`config.mk`:
```
export PLATFORM = sky130hd
export DESIGN_NAME = conv_col_mac_p
export DESIGN_NICKNAME = d
export VERILOG_FILES = /design/src/rtl/conv_pkg.sv /design/src/rtl/conv_tap_tree.sv /design/src/rtl/conv_col_mac_p.sv
export SDC_FILE = /design/constraint.sdc
export NUM_CORES = 2
export LEC_CHECK = 0
export BUFFER_PORTS_ARGS = -buffer_cell sky130_fd_sc_hd__buf_2
export CAP_MARGIN = 5
export CORE_ASPECT_RATIO = 0.8
export CORE_MARGIN = 1.5
export CORE_UTILIZATION = 64
export DETAILED_ROUTE_END_ITERATION = 10
export PLACE_DENSITY = 0.82
export SLEW_MARGIN = 10
export SYNTH_ARGS = -nofsm -noshare
export SYNTH_HDL_FRONTEND = slang
export SYNTH_HIERARCHICAL = 1
export SYNTH_SLANG_ARGS = --single-unit
```
`constraint.sdc`:
```
create_clock -name clk -period 5.73 [get_ports clk]
set_clock_uncertainty 0.2 [all_clocks]
set_input_delay 1.146 -clock clk [delete_from_list [all_inputs] [get_ports clk]]
set_output_delay 1.146 -clock clk [all_outputs]
set_load 0.02 [all_outputs]
```
`src/rtl/conv_pkg.sv`:
```
// conv_pkg: shared width helpers, saturation bounds and tap-packing convention for conv blocks
package conv_pkg;
   function automatic int clog2(input int v);
      int r;
      r = 0;
      while ((1 << r) < v) r++;
      return r;
   endfunction
   function automatic int prod_w(input int dw, input int cw);
      return dw + cw;
   endfunction
   function automatic int sum_w(input int pw, input int taps);
      return pw + clog2(taps);
   endfunction
   function automatic longint sat_max(input int acc_w);
      return (longint'(1) <<< (acc_w - 1)) - 1;
   endfunction
   function automatic longint sat_min(input int acc_w);
      return -(longint'(1) <<< (acc_w - 1));
   endfunction
   // tap0 sits in the MSBs of every packed pixel/coefficient bus
   function automatic int tap_lsb(input int tap, input int taps, input int w);
      return (taps - 1 - tap) * w;
   endfunction
endpackage

```
`src/rtl/conv_tap_tree.sv`:
```
// conv_tap_tree: operand register, per-tap multipliers and a two-level pipelined adder tree
module conv_tap_tree
   import conv_pkg::*;
#(
   parameter int TAPS        = 11,
   parameter int DATA_W      = 8,
   parameter int COEF_W      = 8,
   parameter int DATA_SIGNED = 0,
   parameter int SUM_W       = sum_w(prod_w(DATA_W, COEF_W), TAPS)
) (
   input  logic                    clk,
   input  logic                    rst_n,
   input  logic                    i_en,
   input  logic                    i_valid,
   input  logic                    i_first,
   input  logic                    i_last,
   input  logic                    i_relu,
   input  logic [TAPS*DATA_W-1:0]  i_data,
   input  logic [TAPS*COEF_W-1:0]  i_coef,
   output logic                    o_valid,
   output logic                    o_first,
   output logic                    o_last,
   output logic                    o_relu,
   output logic signed [SUM_W-1:0] o_sum
);
   localparam int PROD_W = prod_w(DATA_W, COEF_W);
   localparam int NG     = (TAPS + 3) / 4;

   logic [3:0]               r_v, r_f, r_l, r_r;
   logic [TAPS*DATA_W-1:0]   r_data;
   logic [TAPS*COEF_W-1:0]   r_coef;
   logic signed [PROD_W-1:0] w_px   [TAPS];
   logic signed [PROD_W-1:0] w_cf   [TAPS];
   logic signed [PROD_W-1:0] w_prod [TAPS];
   logic signed [PROD_W-1:0] r_prod [TAPS];
   logic signed [SUM_W-1:0]  w_grp  [NG];
   logic signed [SUM_W-1:0]  r_grp  [NG];
   logic signed [SUM_W-1:0]  w_sum;
   logic signed [SUM_W-1:0]  r_sum;

   // unsigned pixels get a zero MSB so every product is a plain signed multiply
   always_comb begin
      for (int i = 0; i < TAPS; i++) begin
         w_px[i]   = (DATA_SIGNED != 0) ? PROD_W'($signed(r_data[tap_lsb(i, TAPS, DATA_W) +: DATA_W]))
                                        : PROD_W'({1'b0, r_data[tap_lsb(i, TAPS, DATA_W) +: DATA_W]});
         w_cf[i]   = PROD_W'($signed(r_coef[tap_lsb(i, TAPS, COEF_W) +: COEF_W]));
         w_prod[i] = w_px[i] * w_cf[i];
      end
      for (int g = 0; g < NG; g++) w_grp[g] = '0;
      for (int i = 0; i < TAPS; i++) w_grp[i / 4] = w_grp[i / 4] + SUM_W'(r_prod[i]);
      w_sum = '0;
      for (int g = 0; g < NG; g++) w_sum = w_sum + r_grp[g];
   end

   always_ff @(posedge clk or negedge rst_n) begin
      if (!rst_n) begin
         r_v    <= '0;
         r_f    <= '0;
         r_l    <= '0;
         r_r    <= '0;
         r_data <= '0;
         r_coef <= '0;
         r_sum  <= '0;
         for (int i = 0; i < TAPS; i++) r_prod[i] <= '0;
         for (int g = 0; g < NG; g++) r_grp[g] <= '0;
      end else if (i_en) begin
         r_v    <= {r_v[2:0], i_valid};
         r_f    <= {r_f[2:0], i_valid & i_first};
         r_l    <= {r_l[2:0], i_valid & i_last};
         r_r    <= {r_r[2:0], i_valid & i_relu};
         r_data <= i_data;
         r_coef <= i_coef;
         r_sum  <= w_sum;
         for (int i = 0; i < TAPS; i++) r_prod[i] <= w_prod[i];
         for (int g = 0; g < NG; g++) r_grp[g] <= w_grp[g];
      end
   end

   assign o_valid = r_v[3];
   assign o_first = r_f[3];
   assign o_last  = r_l[3];
   assign o_relu  = r_r[3];
   assign o_sum   = r_sum;
endmodule

```
`src/rtl/conv_col_mac_p.sv`:
```
// conv_col_mac_p: windowed column MAC with saturation, optional ReLU and a valid/ready result port
module conv_col_mac_p
   import conv_pkg::*;
#(
   parameter int TAPS        = 11,
   parameter int DATA_W      = 8,
   parameter int COEF_W      = 8,
   parameter int ACC_W       = 23,
   parameter int DATA_SIGNED = 0
) (
   input  logic                    clk,
   input  logic                    rst_n,
   input  logic                    in_valid,
   output logic                    in_ready,
   input  logic                    in_first,
   input  logic                    in_last,
   input  logic [TAPS*DATA_W-1:0]  in_data,
   input  logic [TAPS*COEF_W-1:0]  in_coef,
   input  logic                    relu_en,
   output logic                    out_valid,
   input  logic                    out_ready,
   output logic signed [ACC_W-1:0] out_data,
   output logic                    out_sat,
   output logic                    proto_err
);
   localparam int SUM_W = sum_w(prod_w(DATA_W, COEF_W), TAPS);
   localparam logic signed [ACC_W-1:0] ACC_MAX = ACC_W'(sat_max(ACC_W));
   localparam logic signed [ACC_W-1:0] ACC_MIN = ACC_W'(sat_min(ACC_W));

   generate
      if (ACC_W < SUM_W || TAPS < 1 || TAPS > 32) begin : g_bad_cfg
         $error("conv_col_mac_p: TAPS must be 1..32 and ACC_W must cover the adder tree width");
      end
   endgenerate

   logic                    w_en, w_v, w_f, w_l, w_r;
   logic signed [SUM_W-1:0] w_sum;
   logic                    w_start, w_ovf, w_sat_n, w_relu_n;
   logic signed [ACC_W-1:0] w_base, w_acc_n;
   logic signed [ACC_W:0]   w_wide;
   logic                    r_open, r_sat, r_relu;
   logic signed [ACC_W-1:0] r_acc, r_out_data;
   logic                    r_out_valid, r_out_sat, r_proto_err;

   assign w_en     = !r_out_valid || out_ready;
   assign in_ready = w_en;

   conv_tap_tree #(
      .TAPS(TAPS), .DATA_W(DATA_W), .COEF_W(COEF_W), .DATA_SIGNED(DATA_SIGNED), .SUM_W(SUM_W)
   ) u_tree (
      .clk(clk), .rst_n(rst_n), .i_en(w_en),
      .i_valid(in_valid), .i_first(in_first), .i_last(in_last), .i_relu(relu_en),
      .i_data(in_data), .i_coef(in_coef),
      .o_valid(w_v), .o_first(w_f), .o_last(w_l), .o_relu(w_r), .o_sum(w_sum)
   );

   // an orphan beat (no window open) starts a window just like a first beat
   always_comb begin
      w_start  = w_f || !r_open;
      w_base   = w_start ? '0 : r_acc;
      w_wide   = (ACC_W + 1)'(w_base) + (ACC_W + 1)'(w_sum);
      w_ovf    = w_wide[ACC_W] != w_wide[ACC_W-1];
      w_acc_n  = w_ovf ? (w_wide[ACC_W] ? ACC_MIN : ACC_MAX) : w_wide[ACC_W-1:0];
      w_sat_n  = (!w_start && r_sat) || w_ovf;
      w_relu_n = w_start ? w_r : r_relu;
   end

   always_ff @(posedge clk or negedge rst_n) begin
      if (!rst_n) begin
         r_open      <= 1'b0;
         r_sat       <= 1'b0;
         r_relu      <= 1'b0;
         r_acc       <= '0;
         r_out_data  <= '0;
         r_out_valid <= 1'b0;
         r_out_sat   <= 1'b0;
         r_proto_err <= 1'b0;
      end else begin
         r_proto_err <= w_en && w_v && (w_f == r_open);
         if (w_en) begin
            r_out_valid <= w_v && w_l;
            if (w_v && w_l) begin
               r_out_data <= (w_relu_n && w_acc_n[ACC_W-1]) ? '0 : w_acc_n;
               r_out_sat  <= w_sat_n;
               r_acc      <= '0;
               r_sat      <= 1'b0;
               r_relu     <= 1'b0;
               r_open     <= 1'b0;
            end else if (w_v) begin
               r_acc  <= w_acc_n;
               r_sat  <= w_sat_n;
               r_relu <= w_relu_n;
               r_open <= 1'b1;
            end
         end
      end
   end

   assign out_valid = r_out_valid;
   assign out_data  = r_out_data;
   assign out_sat   = r_out_sat;
   assign proto_err = r_proto_err;
endmodule
```
* After elaboration in Yosys (flattened, before gate mapping)
Cells that the tools add are included.
** Cells by class
- Add/subtract/negate cells :: 11
- Multiply operators :: 11
- Div/mod/pow operators :: 0
- Magnitude comparators :: 0
- Equal/unequal tests :: 2
- Shift operators :: 0
- Mux-type cells :: 13
- Bitwise gates (word level) :: 3
- Reduce and logical (&&, ||, !) cells :: 14
** Operator list (number)
- 9-bit by 8-bit multiplier with 16-bit output :: 11
- 23-bit 2-to-1 mux :: 6
- 17-bit by 16-bit adder with 18-bit output :: 3
- 16-bit by 16-bit adder with 17-bit output :: 3
- 20-bit by 16-bit adder with 20-bit output :: 2
- 20-bit adder :: 2
- 23-bit by 20-bit adder with 24-bit output :: 1
- 1-bit 2-to-1 mux :: 7
- 1-bit logical AND :: 5
- 2-bit AND reduction :: 2
- 1-bit AND :: 3
- 1-bit zero test :: 3
- 1-bit logical OR :: 3
- 2-bit nonzero test :: 1
- 1-bit equality test :: 1
- 1-bit != test :: 1
** Word-level totals
- Flip-flop bits (word level) :: 500
- Bits in latches :: 0
- Bits in writable memories :: 0
- ROM bits :: 0
- Input bits :: 183
- Output and inout bits :: 27
- Word-level logic and storage cells :: 83
- Memories kept :: 0

* Logic depth before layout (Yosys ltp)
- Depth after elaboration :: 8
- Gate-level depth with buffers :: 18
- Depth with buffers taken out :: 18

* Hierarchy
Netlist, hierarchy kept.
** By module, submodules not included
- conv_tap_tree :: times used 1, cells an instance 4405, area an instance 45024.4 µm², sequential area each 11110.7 µm²
- conv_col_mac_p :: times used 1, cells an instance 373, area an instance 3449.6 µm², sequential area each 1301.2 µm²

* Least setup slack after synthesis
Ideal clock, no wire load.
- Kind :: flip-flop to flip-flop
- From :: register u_tree.r_coef[63]
- To :: register u_tree/r_prod[126] (netlist name)
- Setup time :: 0.120 ns
- Data arrival time :: 4.117 ns
- Required time :: 5.410 ns
- Setup slack :: 1.293 ns
- Cell stages (with the launch flop) :: 16
- Cells stage by stage :: dfrtp_1 -> clkinv_1 -> nor2_1 -> fa_1 -> fa_1 -> fa_1 -> inv_1 -> fa_1 -> inv_1 -> ha_1 -> clkbuf_1 -> a21o_1 -> o211ai_1 -> a21oi_1 -> or3_1 -> a31o_2
** On the way
- Cells in the longest elaborated chain, start to end :: 1
** Ends and longest elaborated chain
- from (decl) :: RTL line conv_tap_tree.sv:31 : logic [TAPS*COEF_W-1:0] r_coef;
- from (signal assigned) :: RTL line conv_tap_tree.sv:72 : r_coef <= i_coef;
- 9-bit by 8-bit multiplier with 16-bit output :: RTL line conv_tap_tree.sv:47 : w_prod[i] = w_px[i] * w_cf[i];
- to (decl) :: RTL line conv_tap_tree.sv:35 : logic signed [PROD_W-1:0] r_prod [TAPS];
No other way between the ends.
A chain may end at the register's enable or synchronous reset.

* Final worst setup path
- From :: register u_tree.r_data[87]
- To :: register u_tree/r_prod[173] (netlist name)
** On the way
- Cells in the longest elaborated chain, start to end :: 1
** Ends and longest elaborated chain
- from (decl) :: RTL line conv_tap_tree.sv:30 : logic [TAPS*DATA_W-1:0] r_data;
- from (signal assigned) :: RTL line conv_tap_tree.sv:71 : r_data <= i_data;
- 9-bit by 8-bit multiplier with 16-bit output :: RTL line conv_tap_tree.sv:47
No other way between the ends.

==> insert_results.sql <==
INSERT INTO impl_metrics (metric_group, metric, value, unit) VALUES
('yosys', 'synth_seq_cells', '496', ''),
('clocking', 'post_cts_resize_count', '0', ''),
('worst_hold_path', 'worstHoldPathType', 'register to register', ''),
('floorplan', 'floorplan.die.width', '311', 'microns'),
('yosys', 'synth_top_area_cell', 'dfrtp_1', ''),
('placed_design', 'place.detailed.hpwl', '85700', 'microns'),
('route', 'routedWlPerCell', '18.4', 'microns'),
('setup_path', 'worstSetupEndpointType', 'register', ''),
('setup_path', 'crit_path_start_kind', 'register', ''),
('setup_path', 'timing.critical_path.from', 'u_tree/r_data[87]', ''),
('timing', 'number_of_endpoints_failing_setup_at_the_final_stage', '0', ''),
('setup_path', 'criticalPathCategory', 'register to register', ''),
('final_layout', 'design.final.nets', '6193', ''),
('clocking', 'cts_hold_buffers', '0', ''),
('yosys', 'fraction_of_the_mapped_netlist_area_in_compound_gates', '0.0952', ''),
('setup_path', 'reg2reg_to', 'u_tree/r_prod[173]', ''),
('yosys', 'synth.distinct_cells', '85', ''),
('clocking', 'cts_inserted_buffers', '54', ''),
('setup_path', 'worst_r2r_startpoint', 'u_tree/r_data[87]', ''),
('yosys', 'syn-num-nets', '6006', ''),
('global_route', 'grt_overflow_total', '0', ''),
('yosys', 'synth_top_cell_area_share', '0.256', ''),
('worst_hold_path', 'timing.hold.worst.start', 'out_data[8]', ''),
('yosys', 'ys_async_sr_fraction', '1.00', ''),
('route', 'via_count', '35015', ''),
('clocking', 'clock_insertion_delay_worst_skew', '0.64', 'ns'),
('yosys', 'synthSimpleGateAreaFrac', '0.135', ''),
('route', 'drt_pass1_iterations', '6', ''),
('clocking', 'tritoncts_num_sinks', '496', ''),
('floorplan', 'initial_core_utilization', '0.644', ''),
('placed_design', 'place.gp.congestion', '0.949', ''),
('floorplan', 'die_y', '249', 'microns'),
('global_route', 'grt_pass1_wl', '185000', 'microns'),
('yosys', 'post_synth_instance_area', '0.0485', 'sq mm'),
('clocking', 'clock_tree.buffer_depth', '3', ''),
('clocking', 'clk_transition_reported_paths', '0.06', 'ns'),
('route', 'dr.first_iter.drc_count', '2790', ''),
('floorplan', 'num_rows', '90', ''),
('timing', 'grt_setup_unrepaired', 'no', ''),
('final_layout', 'layout-area-overhead-vs-synth', '8.38', '%'),
('timing', 'maxSlewHeadroom', '0.309', ''),
('yosys', 'yosys.area_share.adder', '0.351', ''),
('clocking', 'clk_root_buffer_cell', 'clkbuf_16', ''),
('outcome', 'outcome', 'complete, no violations', ''),
('route', 'routed_wirelength', '111000', 'microns'),
('yosys', 'multiplexer_share_of_the_synthesized_area', '0.0723', ''),
('yosys', 'ys_flop_type', 'dfrtp_1', ''),
('run', 'maxCapViolCount', '0', ''),
('yosys', 'yosysWarningCount', '6', ''),
('timing', 'slew_viols_final', '0', ''),
('timing', 'fin_setup_tns', '0', 'ns'),
('yosys', 'synth_top_family_by_area', 'adder cells', ''),
('global_route', 'via_count_of_the_first_global_routing_pass', '35561', ''),
('global_route', 'grt_start_max_net_pins', '195', ''),
('clocking', 'ctsHtreeMaxLevel', '2', ''),
('setup_path', 'ff2ff_setup_slack', '0.98', 'ns'),
('timing', 'tightest_slew', '1.04', 'ns'),
('floorplan', 'floorplan.io_pins', '210', ''),
('yosys', 'synth_edf_count', '0', ''),
('clocking', 'clock_tree_from_tritoncts', 'built', ''),
('clocking', 'post-cts-setup-buffers', '0', ''),
('timing', 'top_achievable_clock_speed', '0.210', 'GHz'),
('yosys', 'synthTopCellsByArea', 'dfrtp_1 26%, fa_1 21%, ha_1 14%', ''),
('setup_path', 'cp_data_required_time', '6.05', 'ns'),
('route', 'drtAntennaViolNets', '0', ''),
('global_route', 'number_of_antenna_violations_at_the_first_check_in_global_routing', '3', ''),
('yosys', 'per_instance_average_area_after_synthesis', '10.1', 'sq um'),
('timing', 'period_needed', '4.75', 'ns'),
('yosys', 'post_synth_most_frequent_cells', '684 x inv_1, 534 x ha_1, 511 x fa_1', ''),
('route', 'drcViolationCount', '0', ''),
('setup_path', 'crit_path_max_fanout', '9', '');
## critical path, stage by stage (launching register included)
cell and delay, ns:
dfrtp_1 0.47, and2_1 0.20, fa_1 0.52, fa_1 0.52, fa_1 0.50, inv_1 0.05, fa_1 0.47, inv_1 0.04
ha_1 0.33, a21o_1 0.20, a221oi_1 0.27, o21ai_0 0.25, a31oi_1 0.27, xnor2_1 0.08, mux2_2 0.26
## cell type report
class	instances	area, sq um
fill	5618	22700
timing repair buffer	226	1260
tap	1012	1270
antenna	3	7.51
clock inverter	24	312
multi-input combinational	3502	33100
sequential	496	12400
inverter	685	2570
clock buffer	73	1580
## sequential cells by signal, summed over array words and instances, names as in the netlist
register       count
u_tree/r_v         4
r_relu             1
u_tree/r_prod    176
u_tree/r_data     88
u_tree/r_grp      56
u_tree/o_sum      20
proto_err          1
out_sat            1
r_open             1
u_tree/r_f         4
r_sat              1
u_tree/r_r         4
r_acc             23
u_tree/r_l         4
out_valid          1
u_tree/r_coef     88
out_data          23
## cells by family (layout without fill, tap and decap cells)
logic type,Yosys count,after routing
adders and majority gates,1053,1053
DFF,496,496
and+or+nand+nor,1268,1268
AOI/OAI and AO/OA,701,701
other,0,3
buffers and inverters,780,1008
xor gates and xnor gates,168,168
muxes,312,312
## routing by layer
metal  up-vias  track usage  wire length (microns)
met2      1132        0.438                  48100
met4         2       0.0702                   2570
met5         -            0                     13
met3       184       0.0532                   8890
met1     17487        0.449                  51200
li1      16210            -                      -
## worst max-delay path by stage
stage	endpoint	cells past startpoint
floorplan	u_tree/r_prod[126]	15
global placement	u_tree/r_prod[173]	14
detailed placement	u_tree/r_prod[175]	15
CTS	u_tree/r_prod[126]	14
global route	u_tree/r_prod[125]	14
finish	u_tree/r_prod[173]	14
## layout by cell type, fill, tap and decap left out, types with 12 or more instances in the layout
cell	Yosys	final
and2_1	466	466
xor2_1	42	42
a31oi_1	19	19
and3_1	13	13
ha_1	534	534
nand4_1	26	26
o21ai_0	183	183
nor2_1	181	181
o311ai_0	14	14
o21bai_1	24	24
xnor2_1	126	126
nor3_1	21	21
dfrtp_1	496	496
a21oi_1	170	170
a22o_1	20	20
nand2_1	370	370
o31ai_1	15	15
inv_1	684	683
a221o_1	12	12
nand3_1	60	60
a21o_1	71	71
clkbuf_16	0	57
o21a_1	23	23
nor2b_1	19	19
buf_2	5	208
o211ai_1	24	24
fa_1	511	511
a211oi_1	25	25
nand2b_1	52	51
mux2_2	306	306
or3_1	15	15
## through the flow
stage               instance area (sq um)  instances   util  worst slack, ns  hold WS (ns)
detailed placement                  50600       5921  0.673             1.03         0.268
floorplan                           48500       4778      -             1.29         0.241
global route                        52500       6020  0.698            0.702         0.301
finish                              52500       6021  0.698            0.979         0.279
CTS                                 52500       6018  0.698             1.00         0.281
global placement                    50600       5921  0.673             1.05         0.257
Power is left out: the tool's default activity adds up to more than one toggle a clock period on the data nets, which glitch-free logic cannot reach.
